## src/rtl/cnt_pkg.sv

```systemverilog
// cnt_pkg: shared FSM state encoding and default width for count_sched_ctrl.
//   CNT_W_DEF - default counter width
//   st_t      - controller states (2 bits)
package cnt_pkg;
    localparam int CNT_W_DEF = 4;
    typedef enum logic [1:0] {ST_IDLE, ST_LOAD, ST_RUN, ST_DONE} st_t;
endpackage

```

## src/rtl/count_sched_ctrl_if.sv

```systemverilog
// count_sched_ctrl_if: control/status bundle between software strobes and count_sched_ctrl.
//   master drives start, stop, periodic, tick, load_val (and capture);
//   slave drives count, busy, tc_pulse, done, err (and cap_val).
//   capture/cap_val exist only when CNT_CAPTURE_EN is defined.
interface count_sched_ctrl_if #(parameter int W = cnt_pkg::CNT_W_DEF);
    logic         start;
    logic         stop;
    logic         periodic;
    logic         tick;
    logic [W-1:0] load_val;
    logic [W-1:0] count;
    logic         busy;
    logic         tc_pulse;
    logic         done;
    logic         err;
`ifdef CNT_CAPTURE_EN
    logic         capture;
    logic [W-1:0] cap_val;
`endif
    modport master (
`ifdef CNT_CAPTURE_EN
        output capture,
        input  cap_val,
`endif
        output start, stop, periodic, tick, load_val,
        input  count, busy, tc_pulse, done, err
    );
    modport slave (
`ifdef CNT_CAPTURE_EN
        input  capture,
        output cap_val,
`endif
        input  start, stop, periodic, tick, load_val,
        output count, busy, tc_pulse, done, err
    );
endinterface

```

## src/rtl/cnt_core.sv

```systemverilog
// cnt_core: W-bit count register with load, decrement enable and count==1 detect.
//   clk, rst - clock, async active-high reset
//   ld, d    - load d (has priority over dec)
//   dec      - decrement by one; never below zero
//   q, one   - count value, q == 1
module cnt_core #(parameter int W = cnt_pkg::CNT_W_DEF) (
    input  logic         clk,
    input  logic         rst,
    input  logic         ld,
    input  logic         dec,
    input  logic [W-1:0] d,
    output logic [W-1:0] q,
    output logic         one
);
    always_ff @(posedge clk or posedge rst)
        if (rst) q <= '0;
        else if (ld) q <= d;
        else if (dec && q != '0) q <= q - W'(1);
    assign one = q == W'(1);
endmodule

```

## src/rtl/count_sched_ctrl.sv

```systemverilog
// count_sched_ctrl: load/count-down/terminal-count sequencer with periodic reload or one-shot stop.
//   clk, rst - clock, async active-high reset
//   bus      - count_sched_ctrl_if.slave: start/stop/periodic/tick/load_val in,
//              count/busy/tc_pulse/done/err out (all registered)
//   CNT_CAPTURE_EN adds bus.capture -> bus.cap_val snapshot of the pre-update count.
module count_sched_ctrl import cnt_pkg::*; #(parameter int W = CNT_W_DEF) (
    input logic               clk,
    input logic               rst,
    count_sched_ctrl_if.slave bus
);
    st_t          state, nstate;
    logic [W-1:0] reload, q;
    logic         mode, one, ld, dec, accept, tc_hit;
    logic         busy_r, tc_r, done_r, err_r;
    assign accept = state == ST_IDLE && bus.start && !bus.stop && bus.load_val != '0;
    // stop outranks a coincident terminal tick
    assign tc_hit = state == ST_RUN && !bus.stop && bus.tick && one;
    always_ff @(posedge clk or posedge rst)
        if (rst) begin
            state  <= ST_IDLE;
            reload <= '0;
            mode   <= 1'b0;
            busy_r <= 1'b0;
            tc_r   <= 1'b0;
            done_r <= 1'b0;
            err_r  <= 1'b0;
        end else begin
            state  <= nstate;
            if (accept) begin
                reload <= bus.load_val;
                mode   <= bus.periodic;
            end
            busy_r <= nstate == ST_LOAD || nstate == ST_RUN;
            tc_r   <= tc_hit;
            done_r <= tc_hit && !mode;
            err_r  <= state == ST_IDLE && bus.start && !bus.stop && bus.load_val == '0;
        end
    always_comb begin
        nstate = state;
        case (state)
            ST_IDLE: nstate = accept ? ST_LOAD : ST_IDLE;
            ST_LOAD: nstate = bus.stop ? ST_IDLE : ST_RUN;
            ST_RUN:  nstate = bus.stop ? ST_IDLE : (tc_hit && !mode) ? ST_DONE : ST_RUN;
            default: nstate = ST_IDLE;
        endcase
    end
    // periodic terminal count reloads; one-shot terminal count decrements 1 -> 0
    always_comb begin
        ld  = (state == ST_LOAD && !bus.stop) || (tc_hit && mode);
        dec = state == ST_RUN && !bus.stop && bus.tick;
    end
    cnt_core #(.W(W)) u_core (
        .clk(clk),
        .rst(rst),
        .ld(ld),
        .dec(dec),
        .d(reload),
        .q(q),
        .one(one)
    );
`ifdef CNT_CAPTURE_EN
    logic [W-1:0] cap_r;
    always_ff @(posedge clk or posedge rst)
        if (rst) cap_r <= '0;
        else if (bus.capture) cap_r <= q;
    assign bus.cap_val = cap_r;
`endif
    assign bus.count    = q;
    assign bus.busy     = busy_r;
    assign bus.tc_pulse = tc_r;
    assign bus.done     = done_r;
    assign bus.err      = err_r;
endmodule

```

## src/flat_wrapper.sv

```systemverilog
// flat-port wrapper written by rule: the top's interface ports become plain ports
module count_sched_ctrl_flat import cnt_pkg::*;
#(parameter int W = CNT_W_DEF)
  (clk, rst, bus_start, bus_stop, bus_periodic, bus_tick, bus_load_val, bus_count, bus_busy, bus_tc_pulse, bus_done, bus_err);
  count_sched_ctrl_if #(.W(W)) bus_i ();
  input logic clk;
  input logic rst;
  input wire logic [$bits(bus_i.start)-1:0] bus_start;
  input wire logic [$bits(bus_i.stop)-1:0] bus_stop;
  input wire logic [$bits(bus_i.periodic)-1:0] bus_periodic;
  input wire logic [$bits(bus_i.tick)-1:0] bus_tick;
  input wire logic [$bits(bus_i.load_val)-1:0] bus_load_val;
  output wire logic [$bits(bus_i.count)-1:0] bus_count;
  output wire logic [$bits(bus_i.busy)-1:0] bus_busy;
  output wire logic [$bits(bus_i.tc_pulse)-1:0] bus_tc_pulse;
  output wire logic [$bits(bus_i.done)-1:0] bus_done;
  output wire logic [$bits(bus_i.err)-1:0] bus_err;
  assign bus_i.start = bus_start;
  assign bus_i.stop = bus_stop;
  assign bus_i.periodic = bus_periodic;
  assign bus_i.tick = bus_tick;
  assign bus_i.load_val = bus_load_val;
  assign bus_count = bus_i.count;
  assign bus_busy = bus_i.busy;
  assign bus_tc_pulse = bus_i.tc_pulse;
  assign bus_done = bus_i.done;
  assign bus_err = bus_i.err;
  count_sched_ctrl #(.W(W)) u_core (.clk(clk), .rst(rst), .bus(bus_i));
endmodule
```

## config.mk

```make
export PLATFORM = sky130hd
export DESIGN_NAME = count_sched_ctrl_flat
export DESIGN_NICKNAME = d
export VERILOG_FILES = /design/src/rtl/cnt_pkg.sv /design/src/rtl/count_sched_ctrl_if.sv /design/src/rtl/cnt_core.sv /design/src/rtl/count_sched_ctrl.sv /design/src/flat_wrapper.sv
export SDC_FILE = /design/constraint.sdc
export NUM_CORES = 1
export LEC_CHECK = 0
export CAP_MARGIN = 20
export CORE_MARGIN = 10
export CORE_UTILIZATION = 25
export DETAILED_ROUTE_END_ITERATION = 10
export GPL_TIMING_DRIVEN = 0
export PLACE_DENSITY = 0.49
export SLEW_MARGIN = 15
export SYNTH_ARGS = -nofsm -noshare
export SYNTH_HDL_FRONTEND = slang
export SYNTH_SLANG_ARGS = --single-unit
```

## constraint.sdc

```tcl
create_clock -name clk -period 1.9 [get_ports clk]
set_input_delay 0.19 -clock clk [delete_from_list [all_inputs] [get_ports clk]]
set_output_delay 0.19 -clock clk [all_outputs]
set_load 0.03 [all_outputs]
```

**After elaboration in Yosys (flattened, before gate mapping)**

Cells that the tools add are included.

- Input port bits: 10
- Register bits after elaboration: 15
- Word-level logic and storage cells: 41

- Muxes and demuxes: 7
- Add/subtract/negate cells: 1
- Reduce and logical (&&, ||, !) cells: 20
- Eq/ne operators: 5

Operators with widths:

| kind | number |
|---|---|
| $logic_and 1x1->1 | 11 |
| $mux 4 | 2 |
| $reduce_bool 4->1 | 2 |
| $pmux 2 s3 | 1 |
| $eq 2x1->1 const B | 2 |
| $eq 2x2->1 const B | 2 |
| $eq 4x1->1 const B | 1 |
| $logic_not 4->1 | 1 |
| $mux 2 | 2 |
| $sub 4x1->4 const B | 1 |
| $logic_not 1->1 | 2 |
| $logic_not 2->1 | 1 |
| $logic_or 1x1->1 | 2 |
| $mux 1 | 2 |
| $reduce_bool 2->1 | 1 |

**Depth between registers and ports, before layout**

Gate-level depths: netlist of the first run.

- Depth after elaboration: 10
- Mapped depth: 6
- Mapped depth without buffers: 6

**Modules after synthesis**

A second synthesis of the first run with hierarchy kept.

- Cells, all modules: 62
- Area, all modules: 757.0 sq um

Modules (own cells, without submodules):

| module | times used | cells an instance | area each (sq um) | seq. area each (sq um) |
|---|---|---|---|---|
| count_sched_ctrl | 1 | 32 | 470.5 | 275.3 |
| cnt_core | 1 | 30 | 286.5 | 100.1 |

**Worst setup path after synthesis of the first run**

OpenSTA, ideal clock, no wires.

- Kind: register -> register
- Start: register u_core.u_core.q[0]
- End: register u_core.u_core.q[1]
- Cell stages (with the launch flop): 5
- Setup slack: 185 ps
- Required time: 1,775 ps
- Setup time: 125 ps
- Clock period less this slack: 1,715 ps
- Arrival time: 1,590 ps
- Path through: dfrtp_1 -> ha_1 -> nor3b_1 -> a31oi_4 -> mux2_4

- Longest elaborated chain between the ends: 5

Ends and longest elaborated chain:

| element | line | source |
|---|---|---|
| start: declaration | cnt_core.sv:12 | `output logic [W-1:0] q,` |
| start signal: assignment | cnt_core.sv:18 | `else if (dec && q != '0) q <= q - W'(1);` |
| parallel branches: the longest is 5 deep, another holds $sub 4x1->4 | - |  |

Parallel ways; which one is timed is not known. The select of a mux whose other input is x is not followed.
A chain may end at the register's enable or synchronous reset.

**Worst setup path after layout of the first run**

- Start: register u_core.u_core.q[1]
- End: register u_core.u_core.q[1]

Same word-level chain as after synthesis.

==> reports/metrics.csv, run 1 <==
stage;metric;value;unit
grt;Remaining Overflow, GRT;0;
routing;final WL;1.43;mm
grt;first-pass GRT wire length;2.50;mm
clock_tree;Num CTS Buffers;3;
grt;largest net degree at the start of global routing;16;
worst_setup_path;WP data required;2070;ps
status;status;finished, final reports clean;
grt;grt met1 use;7.03;%
worst_setup_path;endpoint class of the critical path;flop;
clock_tree;Clock Tree Root;clkbuf_4;
place;Port Buffers;17;
layout;fill count;279;
yosys;sequential area share after synthesis;50.9;%
clock_tree;CTS tree;done;
timing;Final Hold Viols;0;
layout;Multi-input gate area;347;µm²
flow_run;max_cap viols;0;
yosys;synthesized instance count;58;
worst_setup_path;r2r endpoint;u_core.u_core.q[1]$_DFFE_PP0P_;
worst_setup_path;Worst path depth;5;
timing;final setup TNS;0;ps
worst_setup_path;CP Class;reg -> reg;
routing;Initial DRT Pass Iterations;4;
timing;max-slew violation count;0;
floorplan;core area;0.00278;mm²
clock_tree;H-Tree Depth;1;
yosys;flops & latches, synth;15;
pwr;Power Dens Cells;1100;mW/mm²
floorplan;Ports;18;
floorplan;die area;0.00552;mm²
yosys;Yosys warnings;0;
place;Placed Area;946;µm²
yosys;Synth cell types;24;
yosys;Cell Area, Synth;737;µm²
timing;Worst slew margin;62.1;%
floorplan;Core Rows;19;
routing;final antenna-violating net count;0;
worst_setup_path;crit path cell chain;inv_1 > ha_1 > nor3b_1 > a31oi_4 > mux2_4;
place;dpl cells;106;
clock_tree;post-CTS sizing;0;
layout;most common cell after layout, fill and taps aside;clkdlybuf4s50_1;
grt;GR Util met2;8.43;%
worst_setup_path;CP Max Fanout;7;
timing;Setup Viol. Count Final;0;
clock_tree;Post-CTS Setup Inserts;0;
grt;GR Util met3;2.53;%
floorplan;initial core utilization;26.5;%
worst_setup_path;flop-to-flop setup slack;190;ps
routing;# DRC;0;
worst_setup_path;CP peak stage delay;420;ps
clock_tree;clk_lat worst skew;280;ps
place;Placer Congestion;0.681;
timing;clk_skew;1.54;ps
clock_tree;Max Root-Sink Buffers;2;
worst_setup_path;WP buf/inv;1;
worst_setup_path;CP max stage cell;nor3b_1;
yosys;Syn Area/Cell;12.7;µm²
grt;Overall Global Routing Usage;5.86;%
clock_tree;cts hold-fix bufs;0;
layout;# diodes;0;
layout;register area;375;µm²
worst_setup_path;Critical Path Start Type;flop;
grt;GR peak layer;met2;
routing;vias;499;
layout;nets;92;
worst_setup_path;Critical Path End;u_core.u_core.q[1]$_DFFE_PP0P_;
grt;vias in the first global route;546;
worst_setup_path;crit path from;u_core.u_core.q[1]$_DFFE_PP0P_;
min_path;Hold Crit Class;in -> async;
timing;Hold Worst Slack;263;ps
clock_tree;Worst-path clk slew;90;ps
layout;Finished Cell Area;972;µm²
layout;most frequent cells in the layout;clkdlybuf4s50_1, dfrtp_1, nor2_1, mux2_1, inv_1;
layout;final std cells w/o fill;110;
timing;Max Fclk;0.586;GHz
floorplan;die outline width;74.3;µm
routing;Via-to-Cell Ratio;4.54;
worst_setup_path;Critical Path AT;1880;ps
timing;RSZ-0062 raised after global routing;no;
place;HPWL Detailed;1.16;mm
worst_setup_path;family with the most delay on the worst path;simple AND/OR/NAND/NOR gates;
timing;post-route minimum period;1710;ps
clock_tree;# clock sinks;15;
layout;share of layout cells above drive strength 1;13.9;%
layout;Area Growth Syn to Fin;31.9;%
routing;DR iter-0 viols;16;
pwr;peak supply drop;471;µV
grt;initial antenna violation count;0;
worst_setup_path;R2R cell count;5;
pwr;Leak;0.402;nW
floorplan;Die Span Y;74.3;µm
timing;Slew @ Worst Pin;568;ps
worst_setup_path;reg-to-reg startpoint;u_core.u_core.q[1]$_DFFE_PP0P_;
routing;Wirelength per Cell;13.0;µm
yosys;syn nets;70;
timing;period utilization;89.8;%
## cell type report
| class | count | area share (%) |
|---|---|---|
| clock buffers | 4 | 2.70 |
| inverters | 4 | 1.54 |
| well taps | 31 | 3.99 |
| flip-flops and latches | 15 | 38.6 |
| multi-input cells | 39 | 35.6 |
| repair buffers | 17 | 17.5 |
## through the flow
step	total power, mW	utilization [%]	worst slack (ps)
after global placement	0.898	34.0	82.2
after global routing	1.15	35.0	61.6
final	1.07	35.0	194
after floorplan	0.737	-	185
after detailed placement	0.906	34.0	107
after CTS	1.09	35.0	164
## registers in the layout (all words and copies together) (netlist names)
| register | flops |
|---|---|
| u_core.bus.tc_pulse | 1 |
| u_core.bus.err | 1 |
| u_core.state | 2 |
| u_core.u_core.q | 4 |
| u_core.reload | 4 |
| u_core.mode | 1 |
| u_core.bus.done | 1 |
| u_core.bus.busy | 1 |
## per-layer routing
layer,routed length (µm),up-vias
li1,-,250
met1,679,236
met2,657,11
met3,85,2
met4,12,0
met5,0,-
## worst min path at each step
stage,start,endpoint,depth (start not counted)
finish,rst,u_core.reload[3]$_DFFE_PP0N_,2
global route,rst,u_core.u_core.q[2]$_DFFE_PP0P_,2
CTS,rst,u_core.reload[3]$_DFFE_PP0N_,2
detailed placement,u_core.reload[1]$_DFFE_PP0N_,u_core.reload[1]$_DFFE_PP0N_,1
global placement,u_core.reload[2]$_DFFE_PP0N_,u_core.reload[2]$_DFFE_PP0N_,1
floorplan,rst,u_core.bus.busy$_DFF_PP0_,1
## cells by family (layout without fill, tap and decap cells)
family | after synthesis | after routing | share of synthesized area (%)
flops | 15 | 15 | 50.9
fa+ha+maj | 2 | 2 | 3.40
xor+xnor | 2 | 2 | 2.38
compound gates | 7 | 7 | 7.98
mux | 8 | 8 | 12.4
simple gates | 20 | 20 | 20.9
buf+inv | 4 | 25 | 2.04
## power by group
group | total (mW) | switching [mW] | internal [mW]
logic | 0.404 | 0.208 | 0.196
clock network | 0.181 | 0.0998 | 0.0813
registers | 0.484 | 0.0890 | 0.395
## cell usage after synthesis
cell type  instances  area [µm²]
nand2_4            1        11.3
o21ai_1            1        5.00
inv_1              4        15.0
nor4b_4            1        23.8
mux2i_1            2        20.0
dfrtp_1           15         375
nor2b_1            1        6.26
nand2_1            3        11.3
nand4b_1           1        8.76
and4bb_4           1        16.3
a31oi_4            1        21.3
a21oi_2            1        8.76
o31ai_1            1        7.51
or4_4              1        11.3
mux2_1             5        56.3
ha_1               2        25.0
xnor2_1            2        17.5
a21oi_1            2        10.0
a31oi_1            1        6.26
mux2_4             1        15.0
nand4bb_1          1        11.3
nor3b_1            2        15.0
nor4_2             1        12.5
nor2_1             7        26.3
Note: power is estimated with default switching activity, not from simulation.
==> run 2: changes to the inputs <==
Settings changed: MAX_ROUTING_LAYER from default to met4, SETUP_SLACK_MARGIN from default to 0.5.
==> run 2 against run 1 <==
Compared with the run above:
- register-to-register slack better by 280 ps
- die area stayed put
- critical path depth is 1 lower
- sequential power is 2% higher
- worst hold slack worse by 20 ps
- clock skew is 8.3 ps higher
- worst setup slack better by 280 ps
- critical endpoint unchanged
==> reports/metrics.csv, run 2 (same netlist as run 1, synthesis figures left out) <==
stage;metric;value;unit;change
status;status;finished, final reports clean;;
layout;share of layout cells above drive strength 1;45.6;%;+32 points
layout;most frequent cells in the layout;buf_4, dfrtp_1, dlygate4sd2_1, clkdlybuf4s50_1, nor2_1;;
pwr;peak supply drop;485;µV;+2.8%
clock_tree;Num CTS Buffers;3;;unchanged
floorplan;Core Rows;19;;unchanged
pwr;Tot Pwr;1.19;mW;+11%
routing;final WL;1.56;mm;+8.8%
timing;max-slew violation count;0;;unchanged
floorplan;die area;0.00552;mm²;unchanged
place;Port Buffers;17;;unchanged
grt;vias in the first global route;574;;+5.1%
layout;top flop regs;u_core.reload: 4 flops, u_core.u_core.q: 4 flops, u_core.state: 2 flops;;
grt;Remaining Overflow, GRT;0;;unchanged
timing;Setup Viol. Count Final;0;;unchanged
routing;final antenna-violating net count;0;;unchanged
timing;Max Fclk;0.703;GHz;+20%
timing;Final Hold Viols;0;;unchanged
clock_tree;# clock sinks;15;;unchanged
layout;Area Growth Syn to Fin;52.3;%;
clock_tree;Worst-path clk slew;100;ps;about the same
timing;clk_skew;9.80;ps;+8.26 ps
place;Placer Congestion;0.663;;-2.6%
timing;period utilization;74.9;%;-15 points
clock_tree;Clock Tree Root;clkbuf_4;;
timing;Slew @ Worst Pin;567;ps;-0.936 ps
worst_setup_path;WP data required;2070;ps;about the same
layout;nets;103;;+12%
pwr;Power Dens Cells;1060;mW/mm²;-3.7%
routing;Wirelength per Cell;12.9;µm;-1.1%
floorplan;Die Span Y;74.3;µm;unchanged
worst_setup_path;Critical Path Start Type;flop;;
worst_setup_path;endpoint class of the critical path;flop;;
worst_setup_path;Critical Path AT;1590;ps;-290 ps
timing;post-route minimum period;1420;ps;-282 ps
worst_setup_path;CP Class;reg -> reg;;
timing;RSZ-0062 raised after global routing;yes;;
clock_tree;clk_lat worst skew;280;ps;about the same
routing;DR iter-0 viols;16;;unchanged
grt;Overall Global Routing Usage;6.09;%;+0.23 points
clock_tree;H-Tree Depth;1;;unchanged
pwr;Leak;0.519;nW;+29%
floorplan;die outline width;74.3;µm;unchanged
clock_tree;CTS tree;done;;
routing;# DRC;0;;unchanged
grt;first-pass GRT wire length;2.57;mm;+2.5%
worst_setup_path;CP Max Fanout;4;;-3
layout;# diodes;0;;unchanged
min_path;Hold Crit Class;in -> async;;
flow_run;max_cap viols;0;;unchanged
grt;initial antenna violation count;0;;unchanged
floorplan;Ports;18;;unchanged
routing;Via-to-Cell Ratio;4.49;;-1.1%
floorplan;core area;0.00278;mm²;unchanged
timing;Worst slew margin;62.2;%;+0.062 points
floorplan;initial core utilization;26.5;%;unchanged
timing;final setup TNS;0;ps;unchanged
clock_tree;Max Root-Sink Buffers;2;;unchanged
routing;Initial DRT Pass Iterations;3;;-1
routing;vias;543;;+8.8%
clock_tree;cts hold-fix bufs;0;;unchanged
grt;largest net degree at the start of global routing;16;;unchanged
run 2: routing by layer:
metal,up-vias,wire [µm],global-route usage (%)
met2,11,717,9.00
met4,0,16,3.66
met1,257,778,7.42
met3,2,47,1.33
li1,273,-,-
met5,-,0,-
run 2: worst max-delay path, cell delays in order, from the launching register on:
cell and delay, ps:
dfrtp_2 440, ha_4 160, nor3b_4 150, a31oi_4 240, mux2_4 310
run 2: cell type report:
cell class | instances | area (µm²)
inverter | 4 | 15.0
sequential | 15 | 380
fill | 273 | 1660
tap | 31 | 38.8
clock inverter | 1 | 5.00
multi-input combinational | 39 | 424
timing repair buffer | 28 | 236
clock buffer | 3 | 22.5
run 2: worst paths after layout:
| check | slack, ps | endpoint | depth (start not counted) | startpoint |
|---|---|---|---|---|
| worst min-delay path | 240 | u_core.mode$_DFFE_PP0N_ | 2 | rst |
| min in group clk | 270 | u_core.reload[3]$_DFFE_PP0N_ | 2 | bus_load_val[3] |
| max in group asynchronous | 1240 | u_core.u_core.q[1]$_DFFE_PP0P_ | 2 | rst |
| worst min register to register | 510 | u_core.reload[3]$_DFFE_PP0N_ | 1 | u_core.reload[3]$_DFFE_PP0N_ |
| worst max-delay path | 480 | u_core.u_core.q[1]$_DFFE_PP0P_ | 4 | u_core.u_core.q[0]$_DFFE_PP0P_ |
| worst max register to register | 480 | u_core.u_core.q[1]$_DFFE_PP0P_ | 4 | u_core.u_core.q[0]$_DFFE_PP0P_ |
run 2: through the flow:
stage	worst slack [ps]	cells	hold WS, ps	util, %	area [µm²]
after floorplan	378	58	91.3	-	753
after global placement	76.8	106	479	34.6	962
after detailed placement	86.0	106	490	34.6	962
after CTS	461	120	256	38.6	1070
after global routing	424	121	268	40.4	1120
final	477	121	243	40.4	1120
run 2: what timing repair did:
action / 4_1_cts / 5_1_grt
resized for setup: 17 / 11
pin swaps: 6 / 4
setup buffers: 10 / 1
endpoints found under the hold margin: 0 / 0
setup endpoints to repair: 15 / 14
run 2: power breakdown:
group	switching, mW	leakage, nW	internal, mW
logic	0.252	0.321	0.257
clock network	0.106	0.0177	0.0781
registers	0.0953	0.180	0.399
total	0.453	0.519	0.735
